--- src/rtl/gen3_lane_scrambler.sv ---
// -----------------------------------------------------------------------------
// gen3_lane_scrambler
//
// Per-lane 128b/130b scrambler with an integrated 23-bit Galois LFSR and a
// single-register valid/ready output stage.
//
// Each accepted beat carries BYTES symbols, with byte 0 earliest on the wire.
// Every symbol is XORed bit-serially, LSB first, with the lane keystream. The
// bytes are chained combinationally through one LFSR state.
//   - skip_i[i]          : SKP symbol. It passes unchanged and the LFSR holds.
//   - datak_i[i]         : K/ordered-set symbol. It passes unchanged and the
//                          LFSR advances 8 bits.
//   - scramble_enable_i  : when 0, every byte passes unchanged. The LFSR
//                          advances exactly as it would when enabled.
//   - lfsr_reset_i       : reloads the lane seed. A beat accepted in the same
//                          cycle is still scrambled with the pre-reset state.
//
// Ports
//   clk_i, rst_n_i            clock, asynchronous active-low reset
//   valid_i / ready_o         input handshake (ready_o = ~valid_o | ready_i)
//   data_i, datak_i, skip_i   input beat and per-byte controls
//   scramble_enable_i         global scramble enable
//   lfsr_reset_i              reload LFSR with the lane seed
//   valid_o / ready_i         output handshake
//   data_o, datak_o           registered scrambled beat, datak_i | skip_i
//   lfsr_state_o              current LFSR state
// -----------------------------------------------------------------------------
module gen3_lane_scrambler #(
    parameter int BYTES    = 4,
    parameter int LANE_NUM = 0
) (
    input  logic               clk_i,
    input  logic               rst_n_i,
    input  logic               valid_i,
    output logic               ready_o,
    input  logic [8*BYTES-1:0] data_i,
    input  logic [BYTES-1:0]   datak_i,
    input  logic [BYTES-1:0]   skip_i,
    input  logic               scramble_enable_i,
    input  logic               lfsr_reset_i,
    output logic               valid_o,
    input  logic               ready_i,
    output logic [8*BYTES-1:0] data_o,
    output logic [BYTES-1:0]   datak_o,
    output logic [22:0]        lfsr_state_o
);

    // Feedback taps for x^23+x^21+x^16+x^8+x^5+x^2+1 in Galois form.
    localparam logic [22:0] POLY = 23'h210125;

    function automatic logic [22:0] lane_seed(input int lane);
        logic [22:0] seed;
        case (lane % 8)
            0:       seed = 23'h1DBFBC;
            1:       seed = 23'h0607BB;
            2:       seed = 23'h1EC760;
            3:       seed = 23'h18C0DB;
            4:       seed = 23'h010F12;
            5:       seed = 23'h19CFC9;
            6:       seed = 23'h0277CE;
            default: seed = 23'h1BB807;
        endcase
        return seed;
    endfunction

    localparam logic [22:0] SEED = lane_seed(LANE_NUM);

    logic [22:0]        lfsr_q, lfsr_d;
    logic               valid_q, valid_d;
    logic [8*BYTES-1:0] data_q, data_d;
    logic [BYTES-1:0]   datak_q, datak_d;

    logic [22:0]        chain_state;
    logic [8*BYTES-1:0] scrambled;
    logic               accept;

    // ready_o depends only on the output register and ready_i, never on valid_i.
    assign ready_o = ~valid_q | ready_i;
    assign accept  = valid_i & ready_o;

    // Scramble the whole beat by walking one LFSR state through every
    // non-skipped byte. chain_state ends as the state after the last
    // non-skipped byte.
    // NOTE: blocking assignments are intentional here. chain_state must update
    // bit by bit within the same evaluation so each step sees the previous one.
    always_comb begin
        chain_state = lfsr_q;
        scrambled   = data_i;
        for (int i = 0; i < BYTES; i++) begin
            if (!skip_i[i]) begin
                for (int b = 0; b < 8; b++) begin
                    scrambled[8*i+b] = data_i[8*i+b]
                                     ^ (chain_state[22] & scramble_enable_i & ~datak_i[i]);
                    chain_state      = {chain_state[21:0], 1'b0}
                                     ^ (chain_state[22] ? POLY : 23'h0);
                end
            end
        end
    end

    // Next-state logic for the LFSR and the output register.
    // NOTE: every _d signal takes its hold value first, so no path through
    // this block can infer a latch.
    always_comb begin
        lfsr_d  = lfsr_q;
        valid_d = valid_q;
        data_d  = data_q;
        datak_d = datak_q;
        if (accept) begin
            valid_d = 1'b1;
            data_d  = scrambled;
            datak_d = datak_i | skip_i;
            lfsr_d  = chain_state;
        end else if (ready_i) begin
            // The downstream took the held beat and nothing replaces it.
            valid_d = 1'b0;
        end
        // A reload wins over the advance. The beat above was already
        // scrambled with the old state.
        if (lfsr_reset_i) begin
            lfsr_d = SEED;
        end
    end

    // NOTE: the state registers use non-blocking assignments, so every flop
    // samples its _d value from before this clock edge.
    always_ff @(posedge clk_i or negedge rst_n_i) begin
        if (!rst_n_i) begin
            lfsr_q  <= SEED;
            valid_q <= 1'b0;
            data_q  <= '0;
            datak_q <= '0;
        end else begin
            lfsr_q  <= lfsr_d;
            valid_q <= valid_d;
            data_q  <= data_d;
            datak_q <= datak_d;
        end
    end

    assign valid_o      = valid_q;
    assign data_o       = data_q;
    assign datak_o      = datak_q;
    assign lfsr_state_o = lfsr_q;

endmodule

--- config.mk ---
export PLATFORM = sky130hd
export DESIGN_NAME = gen3_lane_scrambler
export DESIGN_NICKNAME = d
export VERILOG_FILES = /design/src/rtl/gen3_lane_scrambler.sv
export SDC_FILE = /design/constraint.sdc
export NUM_CORES = 1
export LEC_CHECK = 0
export BUFFER_PORTS_ARGS = -buffer_cell sky130_fd_sc_hd__clkbuf_2
export CAP_MARGIN = 20
export CORE_ASPECT_RATIO = 0.9
export CORE_MARGIN = 2
export CORE_UTILIZATION = 60
export DETAILED_ROUTE_END_ITERATION = 10
export GPL_ROUTABILITY_DRIVEN = 0
export GPL_TIMING_DRIVEN = 0
export PLACE_DENSITY_LB_ADDON = 0.08
export SYNTH_ARGS = -nofsm -noshare
export SYNTH_HDL_FRONTEND = slang
export SYNTH_SLANG_ARGS = --single-unit
--- constraint.sdc ---
create_clock -name clk_i -period 8.9 [get_ports clk_i]
set_clock_uncertainty 0.2 [all_clocks]
set_input_delay 1.78 -clock clk_i [delete_from_list [all_inputs] [get_ports clk_i]]
set_output_delay 1.78 -clock clk_i [all_outputs]
set_load 0.01 [all_outputs]
==> metrics.csv, run 1 <==
stage,metric,value,unit
status,status,completed,
sta,slew_viol_final,0,
die,die_w,108.3,microns
logic_synthesis,synth_compound_area_share,17.33,%
placed_design,dp_hpwl,13580,microns
sta,slew_headroom,42.14,%
route,wl,17810,microns
placed_design,place_area,6556,sq um
logic_synthesis,synthMuxAreaShare,6.474,%
grt,overflow,0,
logic_synthesis,netlist_area,5876,sq um
setup_path,r2r_cells,15,
route,route.detailed.drc,0,
min_path,hold_end,data_o[31]$_DFFE_PN0P_,
route,drt_iter0_drc,616,
setup_path,end_kind,flip-flop,
clock_network,cts_resized,0,
grt,grt_pass1_wl,27850,microns
route,postRouteAntennaNets,0,
min_path,holdPathStages,2,
cells_and_area,syn2layout_area_growth,15.06,%
die,rows,34,
die,dieArea,10600,sq um
clock_network,cts_tree,done,
route,routed-via-count,5518,
clock_network,hold_buffers,0,
logic_synthesis,synthesis.nets,726,
logic_synthesis,syn-instance-count,680,
placed_design,dp.cells,910,
route,routed_via_density,5.959,
logic_synthesis,ys_seq_area_share,25.89,%
cells_and_area,drive_gt1_share,22.38,%
placed_design,portBuffers,103,
cells_and_area,finalNetCount,841,
cells_and_area,post-route-util,70.31,%
grt,grt_max_degree,61,
grt,antenna_found_initial,0,
setup_path,rr_endpoint,data_o[30]$_DFFE_PN0P_,
setup_path,startpoint,skip_i[0],
sta,setup_viol_count_final,0,
route,firstDrtPassIters,6,
route,wire_per_inst,19.23,microns
sta,fmax,0.1507,GHz
logic_synthesis,async_reset_ff_share,100.0,%
min_path,hold_path.startpoint,data_o[31]$_DFFE_PN0P_,
logic_synthesis,syn_avg_cell_area,8.641,sq um
logic_synthesis,yosys_register_bits,60,
setup_path,critPathMaxFanout,10,
logic_synthesis,synth_edf_count,0,
sta,rsz0062_at_grt,false,
clock_network,clkSinkCount,60,
cells_and_area,finalNonFillerCells,926,
clock_network,h-tree-depth,3,
sta,post-route-period-util,74.58,%
cells_and_area,diodes,0,
sta,setup_tns,0,ns
cells_and_area,postLayoutCellArea,6760,sq um
logic_synthesis,yosys.area_share.simple,13.31,%
setup_path,ff2ff_setup_slack,2.78,ns
logic_synthesis,yosys_warnings,0,
min_path,min_path_type,flip-flop to flip-flop,
setup_path,cp.arrival,6.72,ns
clock_network,post_cts_buffers,0,
setup_path,path_class,primary input to flip-flop,
logic_synthesis,synth_cell_types,52,
grt,grt_pass1_vias,5251,
sta,final-hold-violation-count,0,
logic_synthesis,ys.flop_type,dfrtp_1,
die,io_pins,107,
logic_synthesis,synth_top_family_by_area,XOR/XNOR gates,
sta,tightest_slew,0.8679,ns
clock_network,clk_pin_slew_worst_paths,0.09,ns
setup_path,required,8.99,ns
setup_path,startpoint_type,primary input,
sta,period_needed,6.638,ns
logic_synthesis,synth_fa_ha_area_share,0,%
logic_synthesis,synthXorXnorAreaFrac,33.54,%
cells_and_area,num-fill-cells,793,
clock_network,numCtsBuffers,9,
die,coreArea,9614,sq um
die,start_util,61.11,%
flow_run,max-cap-violations,0,
setup_path,r2r_start,lfsr_state_o[19]$_DFFE_PN1P_,
die,chipHeight,97.88,microns
clock_network,clkLatencyLatePin,0.37,ns
clock_network,max-clock-path-buffers,2,
grt,grt_usage,34.27,%
clock_network,clockRootBuffer,clkbuf_8,
-- kinds of logic (layout without fill, tap and decap cells) --
group / Yosys count / count (layout)
xor gates and xnor gates: 180 / 180
muxes: 35 / 35
AOI/OAI and AO/OA: 161 / 161
buffers and inverters: 51 / 171
DFF: 60 / 60
and+or+nand+nor: 193 / 193
-- layout by cell type (no fill, tap or decap), drive strengths merged, types with 3 or more instances in the layout --
cell type,count
clkbuf,143
xnor2,119
nand2,99
o21ai,76
nor2,67
dfrtp,44
xor2,43
a21oi,41
mux2i,31
dfstp,16
o211ai,15
xnor3,14
inv,13
buf,12
nand2b,7
nor3,6
and2,6
a21o,5
or2,4
mux2,4
xor3,4
o221ai,3
o21a,3
a211oi,3
a211o,3
-- metal layers --
metal  vias to the layer above  track usage (%)  wire (microns)
met5                         -                0               0
met4                         0            12.43             669
met3                        72            7.610            1725
met2                       316            52.25            8137
met1                      2614            47.99            7276
li1                       2516                -               -
-- through the flow --
| stage | setup WS, ns | hold WS, ns |
|---|---|---|
| floorplan | 2.787 | 0.3162 |
| global placement | 2.095 | 0.2607 |
| detailed placement | 1.991 | 0.2712 |
| CTS | 2.336 | 0.2901 |
| global route | 2.028 | 0.3071 |
| finish | 2.262 | 0.2864 |
-- sequential cells by signal, summed over array words and instances (netlist names) --
| signal | cells |
|---|---|
| data_o | 32 |
| datak_o | 4 |
| lfsr_state_o | 23 |
| valid_o | 1 |
-- Yosys cell counts, drive strengths merged (3+ instances only) --
library cell	number	area (sq um)
xnor2	119	1147
nand2	99	371.6
o21ai	76	417.9
nor2	67	251.5
dfrtp	44	1101
xor2	43	406.6
a21oi	41	227.7
clkbuf	31	116.4
mux2i	31	335.3
dfstp	16	420.4
o211ai	15	112.6
xnor3	14	316.5
buf	11	52.54
inv	9	33.78
nand2b	7	43.79
and2	6	37.54
nor3	6	30.03
a21o	5	37.54
mux2	4	45.04
or2	4	25.02
xor3	4	100.1
a211o	3	26.28
a211oi	3	22.52
o21a	3	22.52
o221ai	3	26.28
-- how the worst max path moves through the flow --
stage	to	slack, ns	cells after the start
floorplan	data_o[30]$_DFFE_PN0P_	2.79	15
finish	data_o[30]$_DFFE_PN0P_	2.26	15
global route	data_o[30]$_DFFE_PN0P_	2.03	15
global placement	data_o[30]$_DFFE_PN0P_	2.09	15
detailed placement	data_o[30]$_DFFE_PN0P_	1.99	15
CTS	data_o[30]$_DFFE_PN0P_	2.34	15
-- cell type report --
class / count / area, sq um / area share, %
Clock inverter: 7 / 80.08 / 1.185
Inverter: 9 / 33.78 / 0.4997
Buffer: 42 / 168.9 / 2.499
Multi-Input combinational cell: 569 / 4151 / 61.41
Sequential cell: 60 / 1521 / 22.51
Clock buffer: 9 / 123.9 / 1.832
Tap cell: 126 / 157.7 / 2.332
Timing Repair Buffer: 104 / 523.0 / 7.736
-- critical path, cell delays in order --
cell	delay, ns
clkbuf_1	0.17
inv_1	0.11
clkbuf_1	0.54
nor2_1	0.18
o32ai_4	0.50
xnor3_1	0.54
o21ai_4	0.39
xor2_2	0.16
xnor2_2	0.50
xnor2_2	0.21
xor3_2	0.50
a21oi_4	0.38
xnor2_4	0.19
or3_1	0.38
a31oi_1	0.17
Power of run 1 is left out: the tool's default activity adds up to more than one toggle a clock period on the data nets, which glitch-free logic cannot reach.
==> run 2: changes to the inputs <==
Settings changed: CORE_UTILIZATION 60 to 52.
Clock period 8.9 ns to 5.85 ns, I/O delays scaled along.
==> run 2 against run 1 <==
  * First-iteration DRC count fell by 30%
  * Wire length rose by 1.8%
  * Clock-buffer cell count rose by 2
  * Critical path depth rose by 1
  * Sequential share of layout area fell by 0.73 points
  * Critical endpoint is now lfsr_state_o[16]$_DFFE_PN1P_
  * Non-clock buffer count rose by 8
  * Highest routed layer unchanged
  * Critical path type is now flip-flop to flip-flop
  * Final area rose by 3.4%
==> metrics.csv, run 2 (synthesis gave the netlist of run 1 again) <==
stage,metric,value,unit
status,status,completed,
min_path,min_path_type,flip-flop to flip-flop,
sta,slew_headroom,42.70,%
route,postRouteAntennaNets,0,
die,start_util,53.90,%
sta,period_needed,5.607,ns
grt,grt_usage,30.59,%
setup_path,cp_common_cell,xnor2_1,
placed_design,dp_hpwl,13900,microns
cells_and_area,drive_gt1_share,23.64,%
die,io_pins,107,
min_path,hold_path.startpoint,data_o[6]$_DFFE_PN0P_,
sta,final-hold-violation-count,0,
die,dieArea,12170,sq um
clock_network,hold_buffers,0,
cells_and_area,layout_common_cells,"xnor2_1, clkbuf_2, nand2_1, o21ai_0, nor2_1",
sta,setup_tns,0,ns
cells_and_area,syn2layout_area_growth,18.93,%
grt,grt_pass1_vias,5131,
route,route.detailed.drc,0,
placed_design,portBuffers,103,
die,die_w,116.1,microns
cells_and_area,finalNetCount,849,
die,coreArea,10900,sq um
clock_network,cts_tree,done,
die,rows,36,
setup_path,ff2ff_setup_slack,0.24,ns
setup_path,path_class,flip-flop to flip-flop,
clock_network,numCtsBuffers,9,
cells_and_area,largest_reg_flops,32,
clock_network,clkLatencyLatePin,0.35,ns
cells_and_area,postLayoutCellArea,6988,sq um
grt,grt_max_degree,61,
placed_design,place_area,6589,sq um
sta,rsz0062_at_grt,false,
route,wl,18130,microns
setup_path,startpoint_type,flip-flop,
setup_path,required,5.94,ns
setup_path,cp.arrival,5.70,ns
setup_path,path_cells,xor3_4 > xnor2_2 > nor2_1 > o32ai_4 > buf_4 > xnor3_1 > a21oi_2 > xnor2_1 > xnor2_1 > xnor2_1 > mux2i_1 > xor2_2 > xnor2_2 > xnor2_1 > o21ai_0 > a21o_1,
flow_run,max-cap-violations,0,
setup_path,cpPeakStageDelay,0.66,ns
setup_path,r2r_start,lfsr_state_o[18]$_DFFE_PN1P_,
clock_network,max-clock-path-buffers,2,
setup_path,end_kind,flip-flop,
clock_network,clockRootBuffer,clkbuf_16,
sta,slew_viol_final,0,
sta,post-route-period-util,95.85,%
route,routed-via-count,5394,
route,drt_iter0_drc,431,
sta,setup_viol_count_final,0,
grt,antenna_found_initial,0,
sta,fmax,0.1783,GHz
sta,tightest_slew,0.8595,ns
cells_and_area,post-route-util,64.11,%
setup_path,rr_endpoint,lfsr_state_o[16]$_DFFE_PN1P_,
sta,holdWs,0.2770,ns
grt,overflow,0,
cells_and_area,final_common_cell,xnor2_1,
die,chipHeight,104.8,microns
clock_network,h-tree-depth,3,
setup_path,slowest_stage,dfstp_2,
min_path,holdPathStages,2,
clock_network,clk_pin_slew_worst_paths,0.06,ns
setup_path,r2r_cells,16,
min_path,hold_end,data_o[6]$_DFFE_PN0P_,
route,wire_per_inst,18.89,microns
cells_and_area,diodes,0,
route,routed_via_density,5.619,
route,firstDrtPassIters,5,
grt,grt_pass1_wl,27880,microns
clock_network,clkSinkCount,60,
setup_path,critPathMaxFanout,7,
==> run 2: cell count changes in the layout (fill, tap and decap cells not counted), sizes merged <==
| cell | change |
|---|---|
| buf | +9 |
| inv | -4 |
| clkinv | +2 |
| clkbuf | +1 |
==> run 2: worst max-delay path by stage <==
| stage | end | cells after the start | from |
|---|---|---|---|
| 2_1_floorplan | data_o[30]$_DFFE_PN0P_ | 15 | skip_i[0] |
| 3_3_place_gp | data_o[30]$_DFFE_PN0P_ | 15 | skip_i[0] |
| 3_5_place_dp | data_o[30]$_DFFE_PN0P_ | 15 | skip_i[0] |
| 4_1_cts | data_o[30]$_DFFE_PN0P_ | 14 | lfsr_state_o[18]$_DFFE_PN1P_ |
| 5_1_grt | lfsr_state_o[16]$_DFFE_PN1P_ | 16 | lfsr_state_o[18]$_DFFE_PN1P_ |
| 6_report | lfsr_state_o[16]$_DFFE_PN1P_ | 16 | lfsr_state_o[18]$_DFFE_PN1P_ |
==> run 2: critical path, delay by kind of cell, from the launching register on <==
| family | cells | cell delay [ns] |
|---|---|---|
| xor gates and xnor gates | 9 | 2.84 |
| AOI/OAI and AO/OA | 4 | 1.24 |
| DFF | 1 | 0.66 |
| buffers and inverters | 1 | 0.24 |
| muxes | 1 | 0.23 |
| and+or+nand+nor | 1 | 0.13 |
==> run 2: final cells by class <==
cell class | count | area (sq um)
buffer | 41 | 166.4
clock buffer | 11 | 232.7
clock inverter | 5 | 62.56
fill | 982 | 3913
inverter | 9 | 33.78
multi-input combinational | 569 | 4178
sequential | 60 | 1521
tap | 152 | 190.2
timing repair buffer | 113 | 603.1
==> run 2: repair_timing <==
item	CTS	global route
cloned	0	0
buffers inserted	1	8
setup endpoints to repair	8	13
resized for setup	2	5
pin swaps	1	2
==> run 2: through the flow <==
stage	setup slack, ns	cells
5_1_grt	0.03116	960
3_3_place_gp	-0.4075	935
2_1_floorplan	0.3470	680
4_1_cts	0.04001	952
3_5_place_dp	-0.4611	936
6_report	0.2429	960
==> run 2: routing by layer <==
metal	global-route usage [%]	vias up	wire length, microns
met5	0	-	0
met4	11.99	0	563
met3	5.220	43	1260
met2	47.66	248	8470
met1	42.22	2576	7838
li1	-	2527	-
Power of run 2 is left out for the same reason.
